**config.mk**
```make
export PLATFORM = sky130hd
export DESIGN_NAME = morra_cinese_param
export DESIGN_NICKNAME = d
export VERILOG_FILES = /design/src/rtl/morra_cinese_param.sv
export SDC_FILE = /design/constraint.sdc
export NUM_CORES = 1
export LEC_CHECK = 0
export CAP_MARGIN = 20
export CORE_ASPECT_RATIO = 0.9
export CORE_MARGIN = 4
export CORE_UTILIZATION = 50
export CTS_CLUSTER_DIAMETER = 120
export DETAILED_ROUTE_END_ITERATION = 8
export HOLD_SLACK_MARGIN = 0.06
export PLACE_DENSITY = 0.78
export SLEW_MARGIN = 20
export SYNTH_ARGS = -nofsm -noshare
export SYNTH_HDL_FRONTEND = slang
export SYNTH_SLANG_ARGS = --single-unit
```
**constraint.sdc**
```tcl
create_clock -name clk -period 2.39 [get_ports clk]
set_input_delay 0.717 -clock clk [delete_from_list [all_inputs] [get_ports clk]]
set_output_delay 0.717 -clock clk [all_outputs]
set_load 0.1 [all_outputs]
```
**src/rtl/morra_cinese_param.sv**
```systemverilog
// morra_cinese_param
//  Two-player rock-paper-scissors referee. One manche is judged per clock
//  while in GIOCO; the no-repeat rule forbids the previous winner from
//  replaying the move that won. The match ends on a lead of MARGIN once
//  MIN_MANCHE valid manches are played, or when the round limit MAX is hit.
//
//  Ports
//   clk       in   1      clock, rising edge
//   rst       in   1      asynchronous reset, active-high
//   INIZIO    in   1      synchronous start/restart; {PRIMO,SECONDO} = config
//   PRIMO     in   2      P1 move: 00 none, 01 sasso, 10 carta, 11 forbice
//   SECONDO   in   2      P2 move, same encoding
//   MANCHE    out  2      round result: 00 none/invalid, 01 P1, 10 P2, 11 draw
//   PARTITA   out  2      match result pulse: 00 none, 01 P1, 10 P2, 11 draw
//   PUNTI1    out  CNT_W  manches won by P1
//   PUNTI2    out  CNT_W  manches won by P2
//   N_MANCHE  out  CNT_W  valid manches played (draws included)
module morra_cinese_param #(
    parameter int MIN_MANCHE = 4,
    parameter int BASE_MAX   = 4,
    parameter int MARGIN     = 2,
    parameter int CNT_W      = 5
) (
    input  logic             clk,
    input  logic             rst,
    input  logic             INIZIO,
    input  logic [1:0]       PRIMO,
    input  logic [1:0]       SECONDO,
    output logic [1:0]       MANCHE,
    output logic [1:0]       PARTITA,
    output logic [CNT_W-1:0] PUNTI1,
    output logic [CNT_W-1:0] PUNTI2,
    output logic [CNT_W-1:0] N_MANCHE
);

    // The largest configurable limit must fit, otherwise counters could wrap.
    if (BASE_MAX + 15 >= 2**CNT_W) begin : g_bad_cnt_w
        $error("morra_cinese_param: CNT_W too small for BASE_MAX+15");
    end
    if (MARGIN < 1) begin : g_bad_margin
        $error("morra_cinese_param: MARGIN must be >= 1");
    end

    typedef enum logic {IDLE, GIOCO} state_t;

    localparam logic [CNT_W-1:0]        L_MIN    = CNT_W'(MIN_MANCHE);
    localparam logic [CNT_W-1:0]        L_BASE   = CNT_W'(BASE_MAX);
    localparam logic [CNT_W:0]          L_MARGIN = (CNT_W+1)'(MARGIN);
    localparam logic signed [CNT_W:0]   L_ONE    = 1;

    state_t                 r_state,   w_state_nxt;
    logic [CNT_W-1:0]       r_max,     w_max_nxt;
    logic [1:0]             r_mossa,   w_mossa_nxt;
    logic [1:0]             r_vinc,    w_vinc_nxt;
    logic signed [CNT_W:0]  r_diff,    w_diff_nxt;
    logic [CNT_W-1:0]       r_punti1,  w_punti1_nxt;
    logic [CNT_W-1:0]       r_punti2,  w_punti2_nxt;
    logic [CNT_W-1:0]       r_n,       w_n_nxt;
    logic [1:0]             r_manche,  w_manche_nxt;
    logic [1:0]             r_partita, w_partita_nxt;

    logic                   w_p1_wins;
    logic                   w_valid;
    logic [1:0]             w_result;
    logic [1:0]             w_win_move;
    logic [CNT_W-1:0]       w_n_inc;
    logic signed [CNT_W:0]  w_diff_post;
    logic [CNT_W:0]         w_diff_abs;
    logic [1:0]             w_lead;

    // Round judgement (independent of state; only used in GIOCO).
    assign w_p1_wins = (PRIMO == 2'b10 && SECONDO == 2'b01) ||
                       (PRIMO == 2'b01 && SECONDO == 2'b11) ||
                       (PRIMO == 2'b11 && SECONDO == 2'b10);

    assign w_result  = (PRIMO == SECONDO) ? 2'b11 :
                       (w_p1_wins         ? 2'b01 : 2'b10);

    // Only the previous winner is restricted; a draw leaves both free.
    assign w_valid   = (PRIMO != 2'b00) && (SECONDO != 2'b00) &&
                       !(r_vinc == 2'b01 && PRIMO   == r_mossa) &&
                       !(r_vinc == 2'b10 && SECONDO == r_mossa);

    assign w_win_move = (w_result == 2'b10) ? SECONDO : PRIMO;

    // Post-update score values, so end checks see this manche's effect.
    assign w_n_inc     = r_n + 1'b1;
    assign w_diff_post = (w_result == 2'b01) ? r_diff + L_ONE :
                         (w_result == 2'b10) ? r_diff - L_ONE : r_diff;
    assign w_diff_abs  = w_diff_post[CNT_W] ? $unsigned(-w_diff_post)
                                            : $unsigned(w_diff_post);
    assign w_lead      = w_diff_post[CNT_W]  ? 2'b10 :
                         (w_diff_post != 0)  ? 2'b01 : 2'b11;

    always_comb begin
        w_state_nxt   = r_state;
        w_max_nxt     = r_max;
        w_mossa_nxt   = r_mossa;
        w_vinc_nxt    = r_vinc;
        w_diff_nxt    = r_diff;
        w_punti1_nxt  = r_punti1;
        w_punti2_nxt  = r_punti2;
        w_n_nxt       = r_n;
        w_manche_nxt  = 2'b00;
        w_partita_nxt = 2'b00;

        if (INIZIO) begin
            // Restart discards any running match without reporting it.
            w_max_nxt    = L_BASE + CNT_W'({PRIMO, SECONDO});
            w_mossa_nxt  = 2'b00;
            w_vinc_nxt   = 2'b00;
            w_diff_nxt   = '0;
            w_punti1_nxt = '0;
            w_punti2_nxt = '0;
            w_n_nxt      = '0;
            w_state_nxt  = GIOCO;
        end else if (r_state == GIOCO && w_valid) begin
            w_manche_nxt = w_result;
            w_n_nxt      = w_n_inc;
            w_diff_nxt   = w_diff_post;
            w_vinc_nxt   = w_result;
            w_mossa_nxt  = w_win_move;
            if (w_result == 2'b01) w_punti1_nxt = r_punti1 + 1'b1;
            if (w_result == 2'b10) w_punti2_nxt = r_punti2 + 1'b1;

            // Margin first; when both fire they agree on the leader.
            if (w_n_inc >= L_MIN && w_diff_abs >= L_MARGIN) begin
                w_partita_nxt = w_lead;
                w_state_nxt   = IDLE;
            end else if (w_n_inc == r_max) begin
                w_partita_nxt = w_lead;
                w_state_nxt   = IDLE;
            end
        end
    end

    always_ff @(posedge clk or posedge rst) begin
        if (rst) begin
            r_state   <= IDLE;
            r_max     <= '0;
            r_mossa   <= 2'b00;
            r_vinc    <= 2'b00;
            r_diff    <= '0;
            r_punti1  <= '0;
            r_punti2  <= '0;
            r_n       <= '0;
            r_manche  <= 2'b00;
            r_partita <= 2'b00;
        end else begin
            r_state   <= w_state_nxt;
            r_max     <= w_max_nxt;
            r_mossa   <= w_mossa_nxt;
            r_vinc    <= w_vinc_nxt;
            r_diff    <= w_diff_nxt;
            r_punti1  <= w_punti1_nxt;
            r_punti2  <= w_punti2_nxt;
            r_n       <= w_n_nxt;
            r_manche  <= w_manche_nxt;
            r_partita <= w_partita_nxt;
        end
    end

    assign MANCHE   = r_manche;
    assign PARTITA  = r_partita;
    assign PUNTI1   = r_punti1;
    assign PUNTI2   = r_punti2;
    assign N_MANCHE = r_n;

endmodule

```
==> results.py <==
metrics = {
    "global_routing": {
        "antenna_found_initial": 0,
        "grt_pass1_wl_um": 10300,
        "grt_max_degree": 36,
        "grt_usage": 0.228,
        "grt-ovfl-total": 0,
        "grt_pass1_vias": 2217,
    },
    "critical_path": {
        "required_ns": 2.54,
        "crit_arrival_ns": 2.66,
        "critical_path_class": "in2reg",
        "cp-start-kind": "primary input",
        "critPathCaptureType": "flip-flop",
        "crit_path_max_fanout": 4,
    },
    "final_layout": {
        "nets": 335,
        "syn2layout_area_growth_pct": 50.8,
        "nFillCells": 255,
        "antennaDiodeCount": 0,
        "final_cells": 378,
        "drive_gt1_frac": 0.418,
    },
    "placement": {
        "post-place-cells": 352,
        "detailed_place_hpwl_um": 4010,
        "place_congestion": 0.850,
        "portBuffers": 25,
    },
    "pwr": {
        "powerDensity_mw_per_mm2": 837,
        "finalPower_mw": 2.82,
        "peakVddDrop_uv": 612,
        "p_leak_nw": 1.53,
    },
    "clock_network": {
        "numCtsBuffers": 5,
        "cts_root_buf": "clkbuf_8",
        "cts_max_level": 2,
        "cts_tree": "built",
        "clk_pin_slew_ns": 0.07,
        "holdBufCountCts": 0,
        "clock_sinks": 35,
        "insertion_delay_ns": 0.29,
        "cts_buffer_depth": 2,
    },
    "synth": {
        "synth_seq_cells": 35,
        "synth_area_per_cell_um2": 9.64,
        "syn-num-nets": 250,
        "synth_cells": 232,
        "synthFlopType": "dfrtp_1",
        "ys_types": 45,
        "yosysSeqAreaShare": 0.391,
        "synth_edf_count": 0,
        "syn-cell-area_mm2": 0.00224,
        "async_flop_share": 1.00,
        "yosys_warnings": 0,
    },
    "sta": {
        "worstMarginPinSlew_ns": 0.438,
        "rsz0062_at_grt": "yes",
        "setup_viol": 3,
        "max_slew_margin": 0.708,
        "fin_skew_ns": 0.0104,
        "drv_slew": 0,
        "fin_crit_sh": 1.05,
        "min_period_ns": 2.50,
        "fmax_mhz": 399,
        "finalWorstSetupSlack_ns": -0.114,
        "hold_viol_final": 0,
    },
    "detailed_routing": {
        "routed_wl_um": 6440,
        "drtAntennaViolNets": 0,
        "avgViaCountPerCell": 5.49,
        "drc": 0,
        "drtIter0Drc": 122,
        "dr.pass1.iters": 4,
        "vias": 2077,
        "avgRoutedWirePerCell_um": 17.0,
    },
    "floorplan": {
        "coreArea_mm2": 0.00418,
        "start_util": 0.535,
        "die_area_mm2": 0.00561,
        "rows": 22,
        "dieWidth_um": 78.5,
        "fp.dieH_um": 71.5,
        "io-pin-count": 26,
    },
    "run_status": {
        "status": "complete, but fails checks",
        "violations": "negative setup slack",
    },
    "run": {
        "max_cap_viol_count": 0,
    },
    "hold_path": {
        "hold_class": "reg2reg",
    },
}
[layer usage]
layer / vias up / track usage / share of wire
li1: 980 / - / -
met1: 1015 / 0.273 / 0.40
met2: 64 / 0.414 / 0.52
met3: 18 / 0.0452 / 0.052
met4: 0 / 0.0660 / 0.026
met5: - / 0 / 0
[final cells by class]
cell class,instances,area (um2),area share
tap,60,75.1,0.0223
multi-input combinational,178,1490,0.442
timing repair buffer,88,773,0.229
sequential,35,876,0.260
inverter,9,46.3,0.0137
clock buffer,5,68.8,0.0204
clock inverter,3,43.8,0.0130
[cells in the mapped netlist, types with 2 or more instances]
master,instances,area [um2]
clkbuf_1,9,33.8
a211oi_1,5,37.5
xor2_1,18,158
xnor2_1,12,105
nor3_2,2,20.0
nand2b_1,2,12.5
nand2_1,13,48.8
a221oi_1,2,17.5
nor2_1,31,116
a21oi_1,10,50.1
dfrtp_1,35,876
ha_1,11,138
nor3_1,6,30.0
inv_1,9,33.8
nand3_1,9,45.0
o21ai_0,6,30.0
nand4_1,6,37.5
mux2_2,6,67.6
or3_1,5,31.3
xnor2_2,2,32.5
nor4b_1,2,17.5
a31oi_1,3,18.8
mux2i_1,6,60.1
[what timing repair did]
item	4_1_cts	5_1_grt
endpoints found under the setup margin	30	13
pin swaps	23	5
endpoints found under the hold margin	0	0
buffers inserted	16	2
gates cloned	2	0
gates resized for setup	54	8
[cells in the final DEF, fill, tap and decap left out, drive strengths merged, types with 2 or more instances in the layout]
cell / n
or3: 5
xor2: 18
nor2: 31
inv: 9
nand3: 9
clkbuf: 5
nor4b: 2
a31oi: 3
or4: 2
clkinv: 2
nand2b: 2
nand2: 13
a211oi: 6
nor3: 8
ha: 11
dfrtp: 35
xnor2: 16
mux2: 6
nand4: 6
a21oi: 10
a221oi: 2
clkdlybuf4s50: 2
buf: 86
mux2i: 8
a2111oi: 2
o21ai: 7
[final timing paths]
check / startpoint / end / slack (ns) / cells after the start
max: PRIMO[1] / PARTITA[1] / -0.11 / 11
min: r_max[3] / r_max[3] / 0.54 / 1
max reg2reg: r_diff[0] / PARTITA[1] / 0.02 / 8
min reg2reg: r_max[3] / r_max[3] / 0.54 / 1
max in group asynchronous: rst / r_diff[5] / 1.25 / 3
min in group asynchronous: rst / PUNTI1[1] / 0.82 / 3
[flip-flops by register name (all words and copies together) (netlist names)]
| name | cells |
|---|---|
| MANCHE | 2 |
| N_MANCHE | 5 |
| PARTITA | 2 |
| PUNTI1 | 5 |
| PUNTI2 | 5 |
| r_diff | 6 |
| r_max | 5 |
| r_mossa | 2 |
| r_state | 1 |
| r_vinc | 2 |
[power by group]
group          internal, mW  leakage [nW]  switching, mW
Combinational         0.703          1.01          0.827
Clock                 0.311        0.0581          0.228
Sequential            0.672         0.462         0.0820
[per-stage QoR]
stage                      util  TNS (ns)  worst slack (ns)  hold slack (ns)  cell area, um2
final                     0.806    -0.315            -0.114            0.544            3370
after global routing      0.806    -0.516            -0.198            0.562            3370
after CTS                 0.799    -0.153           -0.0602            0.547            3340
after detailed placement  0.696    -21.47             -1.04            0.530            2910
after global placement    0.696    -19.17            -0.946            0.513            2910
after floorplan               -     -1.46            -0.345            0.501            2310
[critical path, stage by stage]
cell	delay, ns
buf_12	0.12
inv_8	0.05
ha_4	0.14
mux2i_4	0.08
buf_6	0.13
mux2i_4	0.22
mux2i_2	0.31
xor2_1	0.13
or4_4	0.55
o21ai_2	0.14
a221oi_2	0.07
[kinds of logic (layout without fill, tap and decap cells)]
logic type	after synthesis	in the layout	share of synthesized area
buffers and inverters	21	105	0.0403
DFF	35	35	0.391
muxes	14	14	0.0733
and+or+nand+nor	83	83	0.184
adders and majority gates	11	11	0.0615
xor gates and xnor gates	32	34	0.132
AOI/OAI and AO/OA	36	36	0.117
No activity file was read; power rests on OpenSTA's default activity.
==> edit: new RTL, same settings <==
Change the parameter `CNT_W` from 5 to 6.
--- a/src/rtl/morra_cinese_param.sv
+++ b/src/rtl/morra_cinese_param.sv
@@ -21,3 +21,3 @@
     parameter int MARGIN     = 2,
-    parameter int CNT_W      = 5
+    parameter int CNT_W      = 6
 ) (
Ports: changed (resized N_MANCHE, PUNTI1 and PUNTI2); port bits go from 26 to 29. No check against the original RTL was run, so the function may have changed too.
==> edit against the original RTL <==
The flow still finishes with violations (setup timing). Wire length rose by 7.7%. Largest cell class unchanged. Area after synthesis grew 9.2%. Maximum frequency shrank 4.8%. Non-clock buffer count increased by 7. Worst setup slack worse by 0.13 ns. Sequential power rose by 7.3%. Final area increased by 9.5%. Highest routed layer unchanged. Sequential cell count is 4 higher. Power up 4.4%.
==> edit: results (changes against the original RTL) <==
| Metric | Value |
|---|---|
| Initial antenna violation count | 0 (unchanged) |
| Share of layout cells above drive strength 1 | 0.464 (+0.0461) |
| Syn nets | 282 (+13%) |
| Yosys cell types | 40 (-11%) |
| GRT met1 Usage | 0.280 (+0.00715) |
| # resized after CTS | 48 (-11%) |
| Largest net degree at the start of global routing | 40 (+11%) |
| Cells taking the most area after synthesis | dfrtp_1, xor2_1, ha_1 |
| Vias in the first global route | 2402 (+8.3%) |
| GP Congestion | 0.836 (-1.7%) |
| Post-DP HPWL | 4370 um (+9.0%) |
| Final Instance Area | 3690 um2 (+9.5%) |
| Met2 Usage GRT | 0.430 (+0.0166) |
| Placed Cells | 388 (+10%) |
| Switching Share | 0.379 (-0.0235) |
| R2R depth | 10 (+2) |
| Asr flop ratio synth | 1.00 (unchanged) |
| Total negative setup slack | -0.513 ns (-0.198 ns) |
| Avg Cell Area, Syn | 9.26 um2 (-4.0%) |
| Largest reg by FF count | r_diff |
| Setup WS post-layout | -0.242 ns (-0.128 ns) |
| Failing checks | setup timing |
| Post-synth top cells | dfrtp_1, nor2_1, nand2_1 |
| Slew Limit Headroom | 0.730 (+0.0216) |
| Setup repair bufs after CTS | 14 (-2) |
| Number of flip-flops in the largest register | 7 (+1) |
| Main flop type after synthesis | dfrtp_1 |
| Skew-Pair Late Insertion Delay | 0.29 ns (about the same) |
| First-pass GRT wire length | 11200 um (+9.2%) |
| Hold endpoint | r_max[3] |
| Post-DP Area | 3180 um2 (+9.0%) |
| Vias per inst | 5.64 (+2.7%) |
| Filler cells | 271 (+6.3%) |
| Nets | 368 (+9.9%) |
| WHS | 0.550 ns (+0.00645 ns) |
| VDD IR-drop max | 0.605 mV (-1.2%) |
| Routed length per placed instance | 16.8 um (-1.4%) |
| Post-synthesis sequential area ratio | 0.399 (+0.00789) |
| TritonCTS buffer count | 5 (unchanged) |
| First drt pass iteration count | 4 (unchanged) |
| Worst-case clock skew | 0.00834 ns (-0.00207 ns) |
| DP Worst Slack | -1.04 ns (+0.00487 ns) |
| CP max FO | 3 (-1) |
| # setup viols final | 3 (unchanged) |
| Worst r2r dst | r_state |
| Ys Warns | 0 (unchanged) |
| Status | finished, violations left |
| M3 GR Usage | 0.0521 (+0.00683) |
| Leakage | 1.68 nW (+10%) |
| GR Util All Layers | 0.238 (+0.0102) |
| Worst-path clk slew | 0.08 ns |
| Worst Hold Launch | r_max[3] |
| Count of input and output buffers | 28 (+12%) |
| Vias | 2330 (+12%) |
| Critical Path AT | 2.80 ns (+0.14 ns) |
| Initial drt markers | 221 (+81%) |
| Max clock buf depth | 2 (unchanged) |
-- edit: how the worst max path moves through the flow --
stage | start | endpoint | cells past startpoint
final | r_diff[0] | r_state | 10
after floorplan | SECONDO[1] | r_state | 11
after global routing | r_diff[0] | r_state | 10
after detailed placement | PRIMO[1] | r_state | 10
after CTS | PRIMO[0] | r_state | 12
after global placement | PRIMO[1] | r_state | 10
-- edit: cells by family (layout without fill, tap and decap cells) --
group,Yosys count,in the layout,share of synthesized area
simple gates,96,96,0.185
compound gates,40,40,0.109
flops,39,39,0.399
xor+xnor,38,38,0.142
buf+inv,27,114,0.0522
mux,13,13,0.0558
fa+ha+maj,11,11,0.0563
-- edit: per-layer routing --
metal | wire length [um] | up-vias
met3 | 372 | 23
met5 | 0 | -
li1 | - | 1072
met1 | 2730 | 1146
met2 | 3620 | 89
met4 | 207 | 0
-- edit: area by class of cell --
type                       count  area share
tap                           62      0.0210
clock inverter                 2     0.00949
clock buffer                   6      0.0224
inverter                      11      0.0139
timing repair buffer          95       0.213
multi-input combinational    198       0.454
sequential                    39       0.266
-- edit: worst max-delay path, stage by stage, from the launching register on --
cell and delay [ns]:
dfrtp_1 0.41, inv_2 0.09, ha_4 0.13, or3b_4 0.38, or3_1 0.31, mux2i_1 0.19
buf_4 0.16, nand3b_1 0.11, nor3b_4 0.18, a32o_2 0.25, a221o_1 0.30
-- edit: power groups by stage --
stage	Sequential [mW]	Combinational (mW)	Clock [mW]
2_1_floorplan	0.954	0.540	0
3_3_place_gp	0.806	1.06	0
3_5_place_dp	0.809	1.10	0
4_1_cts	0.800	1.33	0.578
5_1_grt	0.819	1.66	0.604
6_report	0.809	1.57	0.572
